[src/rtl/serial_adder_pkg.sv]
// Shared types and elaboration helpers for the digit-serial adder/subtractor.
package serial_adder_pkg;

    typedef enum logic [1:0] {
        IDLE,
        RUN,
        DONE
    } state_e;

    function automatic int unsigned steps(input int unsigned width, input int unsigned digit);
        return width / digit;
    endfunction

    function automatic bit params_ok(input int unsigned width, input int unsigned digit);
        return (width >= 1) && (digit >= 1) && (digit <= width) && ((width % digit) == 0);
    endfunction

endpackage

[src/rtl/digit_adder.sv]
// Combinational DIGIT-bit ripple-carry slice; also exposes the carry into its top bit.
module digit_adder #(
    parameter int unsigned DIGIT = 1
) (
    input  logic [DIGIT-1:0] i_a,
    input  logic [DIGIT-1:0] i_b,
    input  logic             i_cin,
    output logic [DIGIT-1:0] o_sum,
    output logic             o_cout,
    output logic             o_c_msb_in
);

    always_comb begin
        logic [DIGIT:0] w_carry;
        w_carry    = '0;
        w_carry[0] = i_cin;
        o_sum      = '0;
        for (int i = 0; i < DIGIT; i++) begin
            o_sum[i]       = i_a[i] ^ i_b[i] ^ w_carry[i];
            w_carry[i + 1] = (i_a[i] & i_b[i]) | (w_carry[i] & (i_a[i] ^ i_b[i]));
        end
        o_cout     = w_carry[DIGIT];
        o_c_msb_in = w_carry[DIGIT-1];
    end

endmodule

[src/rtl/serial_adder.sv]
// Multi-cycle adder/subtractor: DIGIT bits per clock through a ripple slice,
// valid/ready handshake on both sides, carry/borrow and signed-overflow flags.
module serial_adder
    import serial_adder_pkg::*;
#(
    parameter int unsigned WIDTH = 8,
    parameter int unsigned DIGIT = 1
) (
    input  logic             i_clk,
    input  logic             i_rst_n,
    input  logic             i_in_valid,
    output logic             o_in_ready,
    input  logic [WIDTH-1:0] i_a,
    input  logic [WIDTH-1:0] i_b,
    input  logic             i_cin,
    input  logic             i_sub,
    output logic             o_out_valid,
    input  logic             i_out_ready,
    output logic [WIDTH-1:0] o_sum,
    output logic             o_cout,
    output logic             o_ovf
);

    localparam int unsigned STEPS = steps(WIDTH, DIGIT);
    localparam int unsigned CNT_W = $clog2(STEPS + 1);
    localparam logic [CNT_W-1:0] CNT_LAST = CNT_W'(STEPS);
    localparam logic [CNT_W-1:0] CNT_FINAL_STEP = CNT_W'(STEPS - 1);

    if (!params_ok(WIDTH, DIGIT)) begin : g_param_err
        $error("serial_adder: DIGIT must lie in 1..WIDTH and divide WIDTH");
    end

    state_e             r_state;
    state_e             w_state_d;
    logic [WIDTH-1:0]   r_a;
    logic [WIDTH-1:0]   r_bx;
    logic [WIDTH-1:0]   r_sum;
    logic               r_c;
    logic               r_sub;
    logic [CNT_W-1:0]   r_cnt;
    logic               r_cout;
    logic               r_ovf;

    logic [DIGIT-1:0]       w_dsum;
    logic                   w_dcout;
    logic                   w_dcmsb;
    logic                   w_accept;
    logic                   w_step;
    logic [WIDTH+DIGIT-1:0] w_sum_cat;
    logic [WIDTH-1:0]       w_sum_next;

    digit_adder #(
        .DIGIT (DIGIT)
    ) u_digit_adder (
        .i_a        (r_a[DIGIT-1:0]),
        .i_b        (r_bx[DIGIT-1:0]),
        .i_cin      (r_c),
        .o_sum      (w_dsum),
        .o_cout     (w_dcout),
        .o_c_msb_in (w_dcmsb)
    );

    // New digit enters at the MSB end; after STEPS shifts the LSB digit sits at bit 0.
    assign w_sum_cat  = {w_dsum, r_sum};
    assign w_sum_next = w_sum_cat[WIDTH+DIGIT-1:DIGIT];

    always_comb begin
        w_state_d   = r_state;
        o_in_ready  = 1'b0;
        o_out_valid = 1'b0;
        unique case (r_state)
            IDLE: begin
                o_in_ready = 1'b1;
                if (i_in_valid) begin
                    w_state_d = RUN;
                end
            end
            RUN: begin
                if (r_cnt == CNT_LAST) begin
                    w_state_d = DONE;
                end
            end
            DONE: begin
                o_out_valid = 1'b1;
                o_in_ready  = i_out_ready;
                if (i_out_ready) begin
                    w_state_d = i_in_valid ? RUN : IDLE;
                end
            end
            default: w_state_d = IDLE;
        endcase
    end

    assign w_accept = i_in_valid & o_in_ready;
    assign w_step   = (r_state == RUN) && (r_cnt != CNT_LAST);

    always_ff @(posedge i_clk) begin
        if (!i_rst_n) begin
            r_state <= IDLE;
            r_a     <= '0;
            r_bx    <= '0;
            r_sum   <= '0;
            r_c     <= 1'b0;
            r_sub   <= 1'b0;
            r_cnt   <= '0;
            r_cout  <= 1'b0;
            r_ovf   <= 1'b0;
        end else begin
            r_state <= w_state_d;
            if (w_accept) begin
                // Subtraction runs as a + ~b + ~borrow_in.
                r_a   <= i_a;
                r_bx  <= i_sub ? ~i_b : i_b;
                r_c   <= i_sub ? ~i_cin : i_cin;
                r_sub <= i_sub;
                r_cnt <= '0;
            end else if (w_step) begin
                r_a   <= r_a >> DIGIT;
                r_bx  <= r_bx >> DIGIT;
                r_sum <= w_sum_next;
                r_c   <= w_dcout;
                r_cnt <= r_cnt + CNT_W'(1);
                if (r_cnt == CNT_FINAL_STEP) begin
                    r_cout <= r_sub ? ~w_dcout : w_dcout;
                    r_ovf  <= w_dcmsb ^ w_dcout;
                end
            end
        end
    end

    assign o_sum  = r_sum;
    assign o_cout = r_cout;
    assign o_ovf  = r_ovf;

endmodule

[config.mk]
export PLATFORM = sky130hd
export DESIGN_NAME = serial_adder
export DESIGN_NICKNAME = d
export VERILOG_FILES = /design/src/rtl/serial_adder_pkg.sv /design/src/rtl/digit_adder.sv /design/src/rtl/serial_adder.sv
export SDC_FILE = /design/constraint.sdc
export NUM_CORES = 1
export LEC_CHECK = 0
export ABC_AREA = 1
export BUFFER_PORTS_ARGS = -buffer_cell sky130_fd_sc_hd__buf_2
export CORE_MARGIN = 3
export CORE_UTILIZATION = 40
export CTS_BUF_LIST = sky130_fd_sc_hd__clkbuf_2
export DETAILED_ROUTE_END_ITERATION = 8
export HOLD_SLACK_MARGIN = 0.05
export SYNTH_ARGS = -nofsm -noshare
export SYNTH_HDL_FRONTEND = slang
export SYNTH_SLANG_ARGS = --single-unit
export TNS_END_PERCENT = 100
[constraint.sdc]
create_clock -name i_clk -period 1.66 [get_ports i_clk]
set_input_delay 0 -clock i_clk [delete_from_list [all_inputs] [get_ports i_clk]]
set_output_delay 0 -clock i_clk [all_outputs]
set_load 0.01 [all_outputs]
Word level (Yosys, flattened, before mapping) --
Cells that the tools add are included.
Storage, ports and cells: flip-flop bits (word level) 34, bits of input ports 22, logic and storage cells 53
Operators by class: bitwise operators 12, mux-type cells 16, $add $sub $neg 1, eq/ne operators 8, reductions and logical operators 7
Operators with widths (count):
- 8-bit 2-to-1 mux | 5
- 8-bit NOT | 1
- 1-bit 2-to-1 mux | 6
- 2-bit 2-to-1 mux | 3
- 2-bit inequality test (second input constant) | 3
- 2-bit case mux with 3 select lines | 1
- 3-bit AND reduction | 2
- 4-bit by 1-bit adder with 4-bit output (second input constant) | 1
- 4-bit by 3-bit equality test with 1-bit output (second input constant) | 1
- 4-bit equality test (second input constant) | 1
- 4-bit inequality test (second input constant) | 1
- 1-bit NOT | 4
- 1-bit AND | 3
- 1-bit XOR | 3
- 2-bit by 1-bit equality test with 1-bit output (second input constant) | 1
- 2-bit equality test (second input constant) | 1
- 2-bit logical NOT | 1
- 1-bit case mux with 2 select lines | 1
- 2-bit AND reduction | 1
- 2-bit nonzero test | 1
- 2-bit OR reduction | 1
- 1-bit logical AND | 1
- 1-bit OR | 1

Longest topological paths before layout --
depth in word-level cells 5, mapped depth 9, mapped depth without buffers 9

Cells and area by module --
From an unflattened synthesis, not the netlist that was laid out.
Second synthesis, totals: cell total of the unflattened synthesis 266, area, all modules 1749.2 sq um
Modules (own cells, without submodules):
- serial_adder | sequential area each 680.7 sq um, area each 1721.7 sq um, times used 1, cells each 264
- digit_adder | sequential area each 0.0 sq um, area each 27.5 sq um, times used 1, cells each 2

Worst setup path after synthesis --
OpenSTA, ideal clock, no wires.
path type reg-to-reg, start point reg r_cnt[0], end point reg r_bx[3], path buffers 1, data required time 1550 ps, path slack 337 ps, stages on the path, launching flop included 10, arrival time 1213 ps, cells stage by stage dfxtp_1 > inv_1 > ha_1 > nand3_4 > nand2_4 > buf_4 > nand3_1 > nand3_1 > nand2_1 > inv_1
On the way: cells in the longest elaborated chain, start to end 3
Ends and longest elaborated chain:
- from (decl) | RTL line serial_adder.sv:40 | logic [CNT_W-1:0] r_cnt;
- from (signal assigned) | RTL line serial_adder.sv:122 | r_cnt <= r_cnt + CNT_W'(1);
- 4-bit inequality test | RTL line serial_adder.sv:95 | assign w_step = (r_state == RUN) && (r_cnt != CNT_LAST);
- 1-bit logical AND | RTL line serial_adder.sv:95
- 2-bit nonzero test (no line)
- to (signal assigned) | RTL line serial_adder.sv:113 | r_bx <= i_sub ? ~i_b : i_b;
- to (signal assigned) | RTL line serial_adder.sv:119 | r_bx <= r_bx >> DIGIT;
- to (decl) | RTL line serial_adder.sv:36 | logic [WIDTH-1:0] r_bx;
Every way passes these cells. A chain may end at the register's enable or synchronous reset.

Worst setup path in the final report --
start point reg r_cnt[0], end point reg r_a[1]
On the way: cells in the longest elaborated chain, start to end 3
Ends and longest elaborated chain:
- 4-bit inequality test | RTL line serial_adder.sv:95
- 1-bit logical AND | RTL line serial_adder.sv:95
- 2-bit nonzero test (no line)
- to (signal assigned) | RTL line serial_adder.sv:112 | r_a <= i_a;
- to (signal assigned) | RTL line serial_adder.sv:118 | r_a <= r_a >> DIGIT;
- to (decl) | RTL line serial_adder.sv:35 | logic [WIDTH-1:0] r_a;
Every way passes these cells.

==> results.toml <==
[run_status]
run_status = "finished, final reports clean"

[hold_path]
hold_class = "in -> reg"

[placed_design]
port_buffers = 33
gp_congestion = 0.735
place_area_um2 = 1970
dp_hpwl_um = 2850
dp_slack_ns = 0.226
dp.cells = 342

[detailed_routing]
vias_per_cell = 4.74
drc_errors = 0
drt_iter0_markers = 88
wirelength_um = 4110
drt.antenna.violating_nets = 0
wl_per_cell_um = 11.2
vias = 1745
first_pass_iters = 4

[clock_tree]
ctsLongestPathBuffers = 2
cts_root_buffer = "clkbuf_2"
post_cts_buffers = 0
clk_latency_ns = 0.38
htreeDepth = 2
clk_pin_slew_ns = 0.18
clkSinkCount = 34
cts_tree = "built"
numCtsBuffers = 5

[timing]
hold_viol_final = 0
fin_tns_setup_ns = 0
fmax_ghz = 0.677
worst_pin_slew_ns = 0.448
fin_worst_skew_ns = 0.0117
whs_ns = 0.0726
setup_viol = 0
finalMaxSlewViolations = 0
grt_setup_unrepaired = "no"
period_minus_slack_ns = 1.48
period_share_pct = 89.0
setup_slack_ns = 0.183
slew_headroom_pct = 70.1

[layout]
post-route-util_pct = 53.1
final_cells = 368
seqCellArea_um2 = 681
final_nets = 342
num_antenna_cells = 0
fill_cells = 443
multi_input_area_um2 = 860
final_area_um2 = 2180
final_layout_size_suffix_gt1_share_pct = 17.6
syn2layout_area_growth_pct = 24.8

[critical_path]
cpMaxStageDelayCell = "dfxtp_1"
cp.arrival_ns = 1.82
crit_path_max_incr_delay_ns = 0.40
crit_family = "simple AND/OR/NAND/NOR gates"
cp.required_ns = 2.00
end_kind = "register"
critPathBufInv = 3
crit_fanout = 18
path_cells = "inv_1 > ha_1 > nand3_4 > nand2_4 > inv_4 > nand2_1 > nand3_1 > nand2_1 > inv_1"
cp-start-kind = "register"
crit_type = "reg -> reg"

[grt]
antenna_found_initial = 0
grtUsageTotal_pct = 16.9
grt_pass1_vias = 1536
grt_pass1_wl_um = 6930
grt_max_degree = 19
gr-total-overflow = 0

[yosys]
synth_cells = 263
synth_warnings = 0
ys_seq_elements = 34
synth_compound_area_share_pct = 6.50
synth_adder_area_share_pct = 2.57
syn_area_um2 = 1750
synth_xor_area_share_pct = 1.50
synth-seq-area-share_pct = 38.9
synth_top_family_by_area = "simple AND/OR/NAND/NOR gates"
yosys.area_share.simple_pct = 38.5
synth_mux_area_share_pct = 0
syn-num-nets = 288
synth_cell_types = 24
syn_area_per_cell_um2 = 6.66

[die]
ios = 34
dieWidth_um = 72.2
die-area_um2 = 5210
start_util_pct = 42.5
die_height_um = 72.2
fp.coreArea_um2 = 4120
num_rows = 23

[pwr]
p_leak_nw = 1.12
power.total_mw = 1.64
vdd_drop_max_uv = 398
power_density_nw_per_um2 = 751

[run]
maxCapViolCount = 0
[worst register-to-register path: stages, from the launching register on]
cell and delay, ns:
dfxtp_1 0.40, inv_1 0.07, ha_1 0.24, nand3_4 0.11
nand2_4 0.14, inv_4 0.22, nand2_1 0.08, nand3_1 0.09
nand2_1 0.05, inv_1 0.04
[synthesized netlist by cell type, drive strengths merged]
library cell  instances  share of area (%)
nor2                 44                9.9
nand4                 4                1.4
xor2                  3                1.5
clkbuf                3               0.64
nand2                61                 14
inv                  36                7.9
fa                    1                1.1
o21ai                11                3.1
buf                   9                3.5
ha                    2                1.4
nand3                44                 14
dfxtp                34                 39
a21oi                11                3.4
[power by group]
part,switching (mW),internal [mW],leakage [nW]
Combinational,0.200,0.152,0.807
Clock,0.281,0.104,0.0304
Sequential,0.0330,0.871,0.279
[cell type report]
cell class | count | share of cell area, %
Sequential cell | 34 | 31.2
Inverter | 36 | 6.30
Tap cell | 50 | 2.86
Multi-Input combinational cell | 181 | 39.3
Timing Repair Buffer | 59 | 18.6
Clock buffer | 6 | 1.37
Clock inverter | 2 | 0.401
[logic make-up (layout without fill, tap and decap cells)]
family	count (synthesis)	count (layout)
compound gates	22	22
buf+inv	48	103
flops	34	34
xor+xnor	3	3
simple gates	153	153
fa+ha+maj	3	3
[cells in the final DEF (no fill, tap or decap)]
cell type      netlist  final
xor2_1               3      3
nand2_4              1      1
a21oi_1             10     10
nor2_1              43     43
inv_2                1      1
o21ai_1              1      1
o21ai_0             10     10
clkinv_1             0      1
nand2_1             59     59
clkbuf_2             0      6
inv_4                1      1
fa_1                 1      1
nand3_4              1      1
nand3_2              1      1
nand2_2              1      1
a21oi_2              1      1
dfxtp_1             34     34
nor2_4               1      1
dlygate4sd3_1        0     18
clkinv_2             0      1
buf_4                4      8
nand3_1             42     42
ha_1                 2      2
buf_2                4     33
inv_1               34     34
nand4_1              4      4
[what timing repair did]
item | in CTS | in global routing
hold buffers | 18 | 0
resized for setup | 0 | 0
hold endpoints to repair | 26 | 0
[final timing paths]
kind / startpoint / end / slack (ns) / cells past startpoint
min: i_b[3] / r_bx[3] / 0.07 / 7
max: r_cnt[0] / r_a[1] / 0.18 / 9
min reg2reg: r_bx[7] / r_bx[7] / 0.48 / 2
max reg2reg: r_cnt[0] / r_a[1] / 0.18 / 9
[sequential cells by signal, indices dropped and copies added (netlist names)]
| signal | count |
|---|---|
| r_c | 1 |
| r_a | 8 |
| o_cout | 1 |
| o_sum | 8 |
| r_cnt | 4 |
| o_ovf | 1 |
| r_bx | 8 |
| r_sub | 1 |
| r_state | 2 |
[metal layers]
| layer | routed length, um | vias to the layer above | GRT usage [%] | part of all wire [%] |
|---|---|---|---|---|
| met3 | 136 | 5 | 2.91 | 3.3 |
| li1 | - | 927 | - | - |
| met4 | 43 | 0 | 6.89 | 1.0 |
| met5 | 0 | - | 0 | 0 |
| met1 | 1950 | 782 | 22.4 | 47 |
| met2 | 1980 | 31 | 27.3 | 48 |
Note: power is estimated with default switching activity, not from simulation.
